## src/rtl/multicycle_ctrl_fsm.sv

```systemverilog
// ---------------------------------------------------------------------------
// multicycle_ctrl_fsm
//
// Multi-cycle sequencer for an RV32I datapath. One unified memory port with a
// ready handshake serves instruction fetch and load/store. The controller
// walks FETCH -> DECODE -> EXECUTE -> (MEMORY) -> (WRITEBACK) -> FETCH. It
// halts on an unknown opcode or when memory stalls for too long.
//
// Parameters
//   STALL_LIMIT   consecutive mem_ready=0 cycles tolerated in FETCH/MEMORY
//                 before a bus error; 0 disables the timeout
//
// Ports
//   clk            clock, rising edge
//   rst_n          synchronous reset, active-low (forces all outputs to 0)
//   instruction    IR contents, stable from DECODE until the next FETCH
//   branch_taken   ALU comparison result, used in EXECUTE
//   mem_ready      memory completes the current request this cycle
//   mem_req        memory request (fetch or data)
//   mem_we         1 = store, 0 = read
//   ir_write       latch fetched word into IR
//   pc_write       update PC
//   pc_src         00 pc+4, 01 branch, 10 jal, 11 jalr target
//   reg_write      register-file write enable
//   wb_sel         00 ALU, 01 memory data, 10 pc+4
//   alu_src        0 rs2, 1 immediate
//   alu_op         00 add, 01 compare/sub, 10 funct-decoded
//   illegal_instr  sticky: halted on unknown opcode
//   bus_error      sticky: halted on stall timeout
//   state          current state (0 FETCH .. 5 HALT)
// ---------------------------------------------------------------------------
module multicycle_ctrl_fsm #(
   parameter int unsigned STALL_LIMIT = 255
) (
   input  logic        clk,
   input  logic        rst_n,
   input  logic [31:0] instruction,
   input  logic        branch_taken,
   input  logic        mem_ready,
   output logic        mem_req,
   output logic        mem_we,
   output logic        ir_write,
   output logic        pc_write,
   output logic [1:0]  pc_src,
   output logic        reg_write,
   output logic [1:0]  wb_sel,
   output logic        alu_src,
   output logic [1:0]  alu_op,
   output logic        illegal_instr,
   output logic        bus_error,
   output logic [2:0]  state
);

   typedef enum logic [2:0] {
      S_FETCH     = 3'd0,
      S_DECODE    = 3'd1,
      S_EXECUTE   = 3'd2,
      S_MEMORY    = 3'd3,
      S_WRITEBACK = 3'd4,
      S_HALT      = 3'd5
   } state_t;

   localparam logic [6:0] OP_R      = 7'b0110011;
   localparam logic [6:0] OP_IARITH = 7'b0010011;
   localparam logic [6:0] OP_LOAD   = 7'b0000011;
   localparam logic [6:0] OP_STORE  = 7'b0100011;
   localparam logic [6:0] OP_BRANCH = 7'b1100011;
   localparam logic [6:0] OP_JAL    = 7'b1101111;
   localparam logic [6:0] OP_JALR   = 7'b1100111;
   localparam logic [6:0] OP_LUI    = 7'b0110111;
   localparam logic [6:0] OP_AUIPC  = 7'b0010111;

   // The counter only needs to hold LIMIT-1: the timeout fires on the
   // LIMIT-th consecutive wait cycle, when the count is already LIMIT-1.
   localparam int unsigned CNT_W      = (STALL_LIMIT < 2) ? 1 : $clog2(STALL_LIMIT);
   localparam int unsigned LIMIT_M1_I = (STALL_LIMIT == 0) ? 0 : STALL_LIMIT - 1;
   localparam logic [CNT_W-1:0] LIMIT_M1 = LIMIT_M1_I[CNT_W-1:0];

   state_t           state_q, state_d;
   logic [CNT_W-1:0] cnt_q, cnt_d;
   logic             illegal_q, bus_err_q;
   logic             set_illegal, set_bus_err;

   logic [6:0] opcode;
   logic       is_r, is_ia, is_load, is_store, is_branch;
   logic       is_jal, is_jalr, is_lui, is_auipc, is_legal;
   logic       rd_nonzero;
   logic       stall_hit;

   // Opcode fields only; the remaining instruction bits belong to the datapath.
   logic unused_bits;
   assign unused_bits = ^instruction[31:12];

   assign opcode     = instruction[6:0];
   assign rd_nonzero = (instruction[11:7] != 5'd0);

   always_comb begin
      is_r      = (opcode == OP_R);
      is_ia     = (opcode == OP_IARITH);
      is_load   = (opcode == OP_LOAD);
      is_store  = (opcode == OP_STORE);
      is_branch = (opcode == OP_BRANCH);
      is_jal    = (opcode == OP_JAL);
      is_jalr   = (opcode == OP_JALR);
      is_lui    = (opcode == OP_LUI);
      is_auipc  = (opcode == OP_AUIPC);
      is_legal  = is_r | is_ia | is_load | is_store | is_branch |
                  is_jal | is_jalr | is_lui | is_auipc;
   end

   // A ready in the same cycle as the limit wins, hence the !mem_ready term.
   assign stall_hit = (STALL_LIMIT != 0) && !mem_ready && (cnt_q == LIMIT_M1);

   // State, stall counter and sticky flags
   always_ff @(posedge clk) begin
      if (!rst_n) begin
         state_q   <= S_FETCH;
         cnt_q     <= '0;
         illegal_q <= 1'b0;
         bus_err_q <= 1'b0;
      end else begin
         state_q   <= state_d;
         cnt_q     <= cnt_d;
         if (set_illegal) illegal_q <= 1'b1;
         if (set_bus_err) bus_err_q <= 1'b1;
      end
   end

   // Next state and strobes
   always_comb begin
      state_d       = state_q;
      cnt_d         = '0;
      set_illegal   = 1'b0;
      set_bus_err   = 1'b0;
      mem_req       = 1'b0;
      mem_we        = 1'b0;
      ir_write      = 1'b0;
      pc_write      = 1'b0;
      pc_src        = 2'b00;
      reg_write     = 1'b0;
      wb_sel        = 2'b00;
      alu_src       = 1'b0;
      alu_op        = 2'b00;

      case (state_q)
         S_FETCH: begin
            mem_req = 1'b1;
            if (mem_ready) begin
               ir_write = 1'b1;
               state_d  = S_DECODE;
            end else if (stall_hit) begin
               state_d     = S_HALT;
               set_bus_err = 1'b1;
            end
         end

         S_DECODE: begin
            if (is_legal) begin
               state_d = S_EXECUTE;
            end else begin
               state_d     = S_HALT;
               set_illegal = 1'b1;
            end
         end

         S_EXECUTE: begin
            if (is_r) begin
               alu_op = 2'b10;
            end else if (is_ia) begin
               alu_src = 1'b1;
               alu_op  = 2'b10;
            end else if (is_branch) begin
               alu_op   = 2'b01;
               pc_write = 1'b1;
               pc_src   = branch_taken ? 2'b01 : 2'b00;
            end else if (!is_jal) begin
               // load, store, LUI, AUIPC, JALR: address/immediate add
               alu_src = 1'b1;
            end

            if (is_branch)                state_d = S_FETCH;
            else if (is_load || is_store) state_d = S_MEMORY;
            else                          state_d = S_WRITEBACK;
         end

         S_MEMORY: begin
            mem_req = 1'b1;
            mem_we  = is_store;
            alu_src = 1'b1;
            if (mem_ready) begin
               if (is_store) begin
                  pc_write = 1'b1;
                  state_d  = S_FETCH;
               end else begin
                  state_d  = S_WRITEBACK;
               end
            end else if (stall_hit) begin
               state_d     = S_HALT;
               set_bus_err = 1'b1;
            end
         end

         S_WRITEBACK: begin
            reg_write = rd_nonzero;
            pc_write  = 1'b1;
            if (is_load)                wb_sel = 2'b01;
            else if (is_jal || is_jalr) wb_sel = 2'b10;
            if (is_jal)                 pc_src = 2'b10;
            else if (is_jalr)           pc_src = 2'b11;
            state_d = S_FETCH;
         end

         S_HALT: state_d = S_HALT;

         default: state_d = S_HALT;
      endcase

      // Count only uninterrupted waiting in the same memory state.
      if ((state_q == S_FETCH || state_q == S_MEMORY) && !mem_ready &&
          (state_d == state_q) && (cnt_q != {CNT_W{1'b1}}))
         cnt_d = cnt_q + 1'b1;
      else if ((state_q == S_FETCH || state_q == S_MEMORY) && !mem_ready &&
               (state_d == state_q))
         cnt_d = cnt_q;

      // Reset holds every output low, including the memory request.
      if (!rst_n) begin
         mem_req   = 1'b0;
         mem_we    = 1'b0;
         ir_write  = 1'b0;
         pc_write  = 1'b0;
         pc_src    = 2'b00;
         reg_write = 1'b0;
         wb_sel    = 2'b00;
         alu_src   = 1'b0;
         alu_op    = 2'b00;
      end
   end

   assign illegal_instr = rst_n & illegal_q;
   assign bus_error     = rst_n & bus_err_q;
   assign state         = rst_n ? state_q : S_FETCH;

endmodule

```

## config.mk

```make
export PLATFORM = sky130hd
export DESIGN_NAME = multicycle_ctrl_fsm
export DESIGN_NICKNAME = d
export VERILOG_FILES = /design/src/rtl/multicycle_ctrl_fsm.sv
export SDC_FILE = /design/constraint.sdc
export NUM_CORES = 1
export LEC_CHECK = 0
export CORE_MARGIN = 1.5
export CORE_UTILIZATION = 39
export CTS_CLUSTER_DIAMETER = 150
export DETAILED_ROUTE_END_ITERATION = 10
export GPL_TIMING_DRIVEN = 0
export PLACE_DENSITY = 0.8
export SKIP_CTS_REPAIR_TIMING = 1
export SYNTH_ARGS = -nofsm -noshare
export SYNTH_HDL_FRONTEND = slang
export SYNTH_SLANG_ARGS = --single-unit
```

## constraint.sdc

```tcl
create_clock -name clk -period 1.8 [get_ports clk]
set_input_delay 0.36 -clock clk [delete_from_list [all_inputs] [get_ports clk]]
set_output_delay 0.36 -clock clk [all_outputs]
set_load 0.01 [all_outputs]
```

== After elaboration in Yosys (flattened, before gate mapping) ==
Cells that the tools add are included.

* Memory bits (writable): 0
* Memory bits (read-only): 0
* Bits in registers: 13
* Output and inout bits: 17
* Bits of input ports: 36
* Logic and storage cells: 98
* Bits in latches: 0
* Memories: 0

* Mux-type cells: 55
* Multiply operators: 0
* $lt $le $gt $ge: 0
* Add/sub/neg operators: 1
* Shift-type cells: 0
* Bitwise operators: 10
* Reductions and logical operators: 11
* Divide/modulo/power cells: 0
* Equal/unequal tests: 17

{| class="wikitable"
|+ Operators by type and width
! cell !! count
|-
| 2-to-1 mux 1 bit || 30
|-
| 2-to-1 mux 3 bit || 8
|-
| 2-to-1 mux 2 bit || 11
|-
| equality test 7 x 6 -> 1 bit (second input constant) || 3
|-
| equality test 7 bit (second input constant) || 3
|-
| 2-to-1 mux 8 bit || 2
|-
| case mux 3 bit (5 select lines) || 1
|-
| equality test 7 x 5 -> 1 bit (second input constant) || 2
|-
| adder 8 x 1 -> 8 bit (second input constant) || 1
|-
| equality test 8 bit (second input constant) || 1
|-
| != test 8 bit (second input constant) || 1
|-
| OR 1 bit || 8
|-
| equality test 7 x 2 -> 1 bit (second input constant) || 1
|-
| equality test 3 x 2 -> 1 bit (second input constant) || 2
|-
| nonzero test 5 bit || 1
|-
| logical AND 1 bit || 4
|-
| case mux 2 bit (2 select lines) || 1
|-
| equality test 3 x 1 -> 1 bit (second input constant) || 1
|-
| equality test 3 bit || 1
|-
| equality test 3 bit (second input constant) || 1
|-
| logical NOT 3 bit || 1
|-
| logical OR 1 bit || 3
|-
| case mux 1 bit (3 select lines) || 1
|-
| bitwise AND 1 bit || 2
|-
| other kinds (4) || 4
|}

== Longest topological paths before layout ==
Gate-level depths: netlist of the first run.

* Depth after elaboration: 15
* Gate-level depth with buffers: 7
* Depth with buffers taken out: 6

== Worst setup path before layout of the first run ==
No wires, ideal clock.

* Path kind: input to output
* Start point: input port rst_n
* End point: output port alu_op[0]
* Arrival time: 1211 ps
* Data required time: 1440 ps
* Buffers on the path: 1
* Stages on the path: 5
* Path slack: 229 ps
* Path through: clkbuf_1 -> nand2_1 -> nor2_1 -> nand3_1 -> nor3b_1

* Cells in the longest elaborated chain, start to end: 1

{| class="wikitable"
|+ RTL lines
! element !! RTL line !! text
|-
| from (decl) || 36 || <nowiki>input logic rst_n,</nowiki>
|-
| 2-to-1 mux 2 bit || 227 || <nowiki>if (!rst_n) begin</nowiki>
|-
| to (decl) || 48 || <nowiki>output logic [1:0] alu_op,</nowiki>
|}

No other way between the ends.

== Final worst setup path of the first run ==
* Start point: input port instruction[4]
* End point: output port pc_src[1]

* Cells in the longest elaborated chain, start to end: 5
* Elaborated cells on any way between the ends: 6
* Those cells by class: eq/ne (2); mux (4)

{| class="wikitable"
|+ RTL lines
! element !! RTL line !! text
|-
| from (decl) || 37 || <nowiki>input logic [31:0] instruction,</nowiki>
|-
| equality test 7 bit || 104 || <nowiki>is_jalr = (opcode == OP_JALR);</nowiki>
|-
| 2-to-1 mux 2 bit || 209 || <nowiki>else if (is_jalr) pc_src = 2'b11;</nowiki>
|-
| 2-to-1 mux 2 bit * || 208 || <nowiki>if (is_jal) pc_src = 2'b10;</nowiki>
|-
| case mux 2 bit (2 select lines) * || 145 || <nowiki>case (state_q)</nowiki>
|-
| 2-to-1 mux 2 bit * || 227 ||
|-
| to (decl) || 44 || <nowiki>output logic [1:0] pc_src,</nowiki>
|}

Every way passes the cells marked *; elsewhere a longest branch is shown, timed or not.

==> flow_metrics.tcl, run 1 <==
set metrics [dict create \
    hold_viol_final 0 \
    syn_nets 172 \
    yosysSeqAreaShare_pct 26.07 \
    seqPwrFrac_pct 32.6 \
    synth-edff-count 0 \
    avgViaCountPerCell 5.754 \
    clock_latency_ns 0.28 \
    cts_root_buffer "clkbuf_4" \
    synthToLayoutAreaGrowth_pct 47.49 \
    synth_top_area_cell "dfxtp_1" \
    firstDrtPassIters 4 \
    place.gp.congestion 0.7763 \
    max_freq_mhz 572.5 \
    status "complete, no violations" \
    num_vias 1168 \
    synthTopCellsByArea "dfxtp_1 26%, nor2_1 7.5%, nand2_1 5.3%" \
    synthCells 134 \
    initial_core_util_pct 40.67 \
    intPower_uw 675.5 \
    cp_max_fo 7 \
    worst_setup_path_start_kind "primary input" \
    wire_per_inst_um 14.33 \
    yosysMostFrequentCell "nor2_1" \
    yosysUniqueCellTypes 41 \
    floorplan.rows 18 \
    grt_pass1_wl_um 4360 \
    setup_viol 0 \
    drc 0 \
    crit_type "in -> out" \
    portBuffers 32 \
    postRouteAntennaNets 0 \
    synthesis.area_um2 998.5 \
    ys_ff_latch 13 \
    grt_max_degree 11 \
    cts_sinks 13 \
    tightestPinTransition_ns 0.6054 \
    overflow 0 \
    power.net_switching_uw 407.8 \
    post-route-util_pct 59.99 \
    avgSynthCellArea_um2 7.451 \
    fin_area_um2 1473 \
    synth_common_cells "20 x nor2_1, 14 x nand2_1, 13 x dfxtp_1" \
    die_h_um 53.60 \
    path_clk_slew_ns 0.08 \
    antenna_found_initial 0 \
    end_kind "output port" \
    fillerInstances 232 \
    routed_wirelength_um 2910 \
    coreArea_um2 2455 \
    slew_headroom_pct 59.54 \
    cts_tree "done" \
    diodes 0 \
    io-pin-count 53 \
    grt_pass1_vias 1015 \
    place_hpwl_um 2134 \
    synth-main-ff-cell "dfxtp_1" \
    nets 212 \
    cts_buffers 3 \
    synth_warnings 0 \
    switching_share_pct 37.65 \
    finalMaxSlewViolations 0 \
    hold_path_class "reg -> reg" \
    h-tree-depth 1 \
    dpl_cell_area_um2 1356 \
    die_w_um 53.60 \
    yosys.area.top_type_share_pct 26.07 \
    synth-async-reset-ratio_pct 0 \
    worstPathRequired_ns 1.44 \
    p_leak_uw 0.0007370 \
    clockBufferDepth 2 \
    clock_skew_ns 0.002283 \
    finalPower_uw 1083 \
    die_area_um2 2872 \
    maxCapViolations 0 \
    finalCriticalPeriod_ns 1.747 \
    grt_use_total_pct 20.45 \
    pwr-share-comb_pct 50.3 \
    power_density_nw_per_um2 735.6 \
    drive_gt1_share_pct 24.28 \
    finalCritPeriodShare_pct 97.04 \
    drt_iter0_markers 27 \
    pwr-share-clk_pct 17.0 \
    ir_drop_mv 0.5767 \
    cp.arrival_ns 1.39 \
]
## per-layer routing
layer	track usage [%]	routed length, µm	vias to the layer above
met4	6.410	33	0
met1	22.45	1129	543
li1	-	-	571
met5	0	0	-
met3	3.056	228	5
met2	39.71	1518	49
## stage by stage
stage | instances | setup WS [ns] | hold slack, ns | setup TNS [ns]
2_1_floorplan | 134 | 0.2294 | 0.4325 | 0
3_3_place_gp | 196 | -0.9131 | 0.4432 | -13.35
3_5_place_dp | 196 | -0.9300 | 0.4548 | -13.77
4_1_cts | 200 | -0.9297 | 0.4736 | -11.41
5_1_grt | 203 | -0.07132 | 0.4898 | -0.1327
6_report | 203 | 0.05335 | 0.4693 | 0
## final timing paths
check | from | to | slack [ns] | cells past startpoint
max | instruction[4] | pc_src[1] | 0.05 | 7
min | illegal_q | illegal_q | 0.47 | 1
max reg2reg | cnt_q[0] | cnt_q[5] | 0.15 | 7
min reg2reg | illegal_q | illegal_q | 0.47 | 1
## logic make-up after synthesis
logic type      after synthesis  synth area share, %
simple gates                 79                43.74
compound gates               27                20.93
buf+inv                      11                4.888
flops                        13                26.07
mux                           1                1.003
fa+ha+maj                     2                2.506
xor+xnor                      1               0.8774
## area by class of cell
cell class	count	area, µm²	share of cell area (%)
Timing Repair Buffer	35	327.8	22.26
Clock buffer	4	26.28	1.784
Multi-Input combinational cell	110	749.5	50.89
Tap cell	30	37.54	2.549
Buffer	6	48.80	3.314
Inverter	5	18.77	1.274
Sequential cell	13	264.0	17.93
## sequential cells by signal (all words and copies together), names as in the netlist
name,flops
cnt_q,8
state_q,3
bus_err_q,1
illegal_q,1
## critical path: stages
cell      delay (ns)
clkbuf_2        0.13
and4b_2         0.35
buf_4           0.13
buf_4           0.09
nand2_1         0.06
nor2_1          0.12
clkbuf_2        0.14
## power by group through the flow
stage                     Sequential, µW  Clock, µW  Combinational, µW
final                                353        185                545
after global routing                 359        205                595
after CTS                            350        185                499
after detailed placement             357          0                496
after global placement               354          0                487
after floorplan                      352          0                317
## layout by cell type, fill, tap and decap left out, types with 2 or more instances in the layout
cell	synthesis	routed
buf_4	0	4
and2_1	4	3
dfxtp_1	13	12
clkbuf_1	5	3
nand2_1	14	14
nand4b_1	2	2
dlymetal6s2s_1	0	14
nor2_2	0	2
a31oi_1	6	6
nor2b_1	3	2
inv_1	5	5
o21ai_0	4	3
clkbuf_4	0	3
a21oi_1	4	3
ha_1	2	2
clkdlybuf4s50_1	0	8
nand3_1	6	5
and4_1	2	2
nand4_1	2	2
nor2_1	20	18
nor4b_1	3	2
buf_2	0	2
nor3_2	3	5
a211oi_2	2	2
nand2b_1	4	3
clkbuf_2	0	8
nor4_1	2	2
and3_1	5	5
buf_6	1	3
No activity file was read; power rests on OpenSTA's default activity.
==> run 2: changes to the inputs <==
--- a/config.mk
+++ b/config.mk
@@ -6,11 +6,11 @@
 export NUM_CORES = 1
 export LEC_CHECK = 0
 export CORE_MARGIN = 1.5
-export CORE_UTILIZATION = 39
+export CORE_UTILIZATION = 42
 export CTS_CLUSTER_DIAMETER = 150
 export DETAILED_ROUTE_END_ITERATION = 10
 export GPL_TIMING_DRIVEN = 0
-export PLACE_DENSITY = 0.8
+export PLACE_DENSITY = 0.85
 export SKIP_CTS_REPAIR_TIMING = 1
 export SYNTH_ARGS = -nofsm -noshare
 export SYNTH_HDL_FRONTEND = slang
==> constraint.sdc (replaced) <==
create_clock -name clk -period 2.04 [get_ports clk]
set_input_delay 0.408 -clock clk [delete_from_list [all_inputs] [get_ports clk]]
set_output_delay 0.408 -clock clk [all_outputs]
set_load 0.01 [all_outputs]
==> run 2 against run 1 <==
Effect of this change: flip-flop and latch count unchanged; die area decreased by 6.7%; core utilization increased by 5.7 points; critical endpoint is now state[2]; largest cell class unchanged; highest routed layer unchanged.
==> flow_metrics.tcl, run 2 (synthesis results as in run 1) <==
set metrics [dict create \
    ff2ff_setup_slack_ns 0.42 \
    post-place-cells 194 \
    fin_area_um2 1468 \
    slowest_delay_ns 0.54 \
    diodes 0 \
    end_kind "output port" \
    overflow 0 \
    grt_max_degree 11 \
    crit_path_cell_trace "buf_2 -> and2_1 -> clkdlybuf4s50_1" \
    grt_use_total_pct 20.98 \
    cts_root_buffer "clkbuf_4" \
    nets 212 \
    setup_tns_ns 0 \
    die_h_um 51.76 \
    num_vias 1154 \
    die_area_um2 2679 \
    reg.largest.list "cnt_q x8, state_q x3" \
    reg2reg_depth 7 \
    power_density_nw_per_um2 630.1 \
    clock_skew_ns 0.001588 \
    grt_pass1_wl_um 4374 \
    hold_viol_final 0 \
    ir_drop_mv 0.4724 \
    dpl_cell_area_um2 1354 \
    synthToLayoutAreaGrowth_pct 46.99 \
    place_hpwl_um 1947 \
    drc 0 \
    routed_wirelength_um 2809 \
    die_w_um 51.76 \
    initial_core_util_pct 44.71 \
    postRouteAntennaNets 0 \
    endpoint "state[2]" \
    drive_gt1_share_pct 17.92 \
    cp.arrival_ns 1.58 \
    cp.depth 3 \
    path_clk_slew_ns 0.08 \
    tightestPinTransition_ns 0.5320 \
    finalCriticalPeriod_ns 1.988 \
    p_leak_uw 0.0007515 \
    max_freq_mhz 503.1 \
    finalCritPeriodShare_pct 97.44 \
    slew_headroom_pct 64.44 \
    clockBufferDepth 2 \
    cp_max_fo 10 \
    drt_iter0_markers 30 \
    finalMaxSlewViolations 0 \
    cts_tree "done" \
    critPathTopFamily "buffers and inverters" \
    stdcell_count 201 \
    place.gp.congestion 0.8175 \
    portBuffers 32 \
    avgViaCountPerCell 5.741 \
    maxCapViolations 0 \
    antenna_found_initial 0 \
    firstDrtPassIters 4 \
    wire_per_inst_um 13.98 \
    status "complete, no violations" \
    cts_sinks 13 \
    final_cell_mix "18 x nor2_1, 16 x dlymetal6s2s_1, 14 x nand2_1" \
    coreArea_um2 2233 \
    regMostFlops "cnt_q" \
    setup_viol 0 \
    grt_pass1_vias 1033 \
    layout_commonest_cell "nor2_1" \
    largest_reg_flops 8 \
    crit_type "reg -> out" \
    io-pin-count 53 \
    worstPathRequired_ns 1.63 \
    hold_path_class "reg -> reg" \
    worst_setup_path_start_kind "register" \
    path_buf_inv 2 \
    floorplan.rows 17 \
    h-tree-depth 1 \
    cpMaxStageDelayCell "clkdlybuf4s50_1" \
    clock_latency_ns 0.28 \
    cts_buffers 3 \
    worstReg2RegStart "cnt_q[0]" \
    cp-startpoint "state_q[2]" \
    hold_path_depth 1 \
    reg2reg_to "cnt_q[5]" \
    post-route-util_pct 65.71 \
]
run 2: cell type report:
cell class	count	area, µm²
clock inverter	1	5.005
inverter	5	18.77
fill	201	765.7
sequential	13	261.5
timing repair buffer	35	360.3
buffer	6	40.04
multi-input combinational	110	724.4
clock buffer	3	22.52
tap	28	35.03
run 2: routing by layer:
metal	track usage, %	share of wire [%]	routed length [µm]	vias up
li1	-	-	-	570
met1	23.98	42	1169	533
met2	38.46	50	1399	49
met3	4.598	8.3	233	2
met4	6.579	0.21	6	0
met5	0	0	0	-
run 2: power breakdown:
group | internal (µW) | switching, µW
logic | 215 | 240
clock network | 72.7 | 87.3
registers | 288 | 21.3
total | 576 | 349
run 2: worst min-delay path by stage:
stage	to	from	slack, ns
final	illegal_q	illegal_q	0.46
after global routing	illegal_q	illegal_q	0.51
after CTS	illegal_q	illegal_q	0.47
after detailed placement	illegal_q	illegal_q	0.45
after global placement	illegal_q	illegal_q	0.44
after floorplan	illegal_q	illegal_q	0.43
run 2: stage by stage:
step                      total power [µW]  setup WS (ns)  hold slack [ns]
after floorplan                      589.9         0.3734           0.4325
after detailed placement             746.1        -0.7586           0.4485
final                                924.8        0.05223           0.4602
after global placement               741.7        -0.7426           0.4418
after global routing                 991.7       -0.01660           0.5110
after CTS                            911.1        -0.7750           0.4660
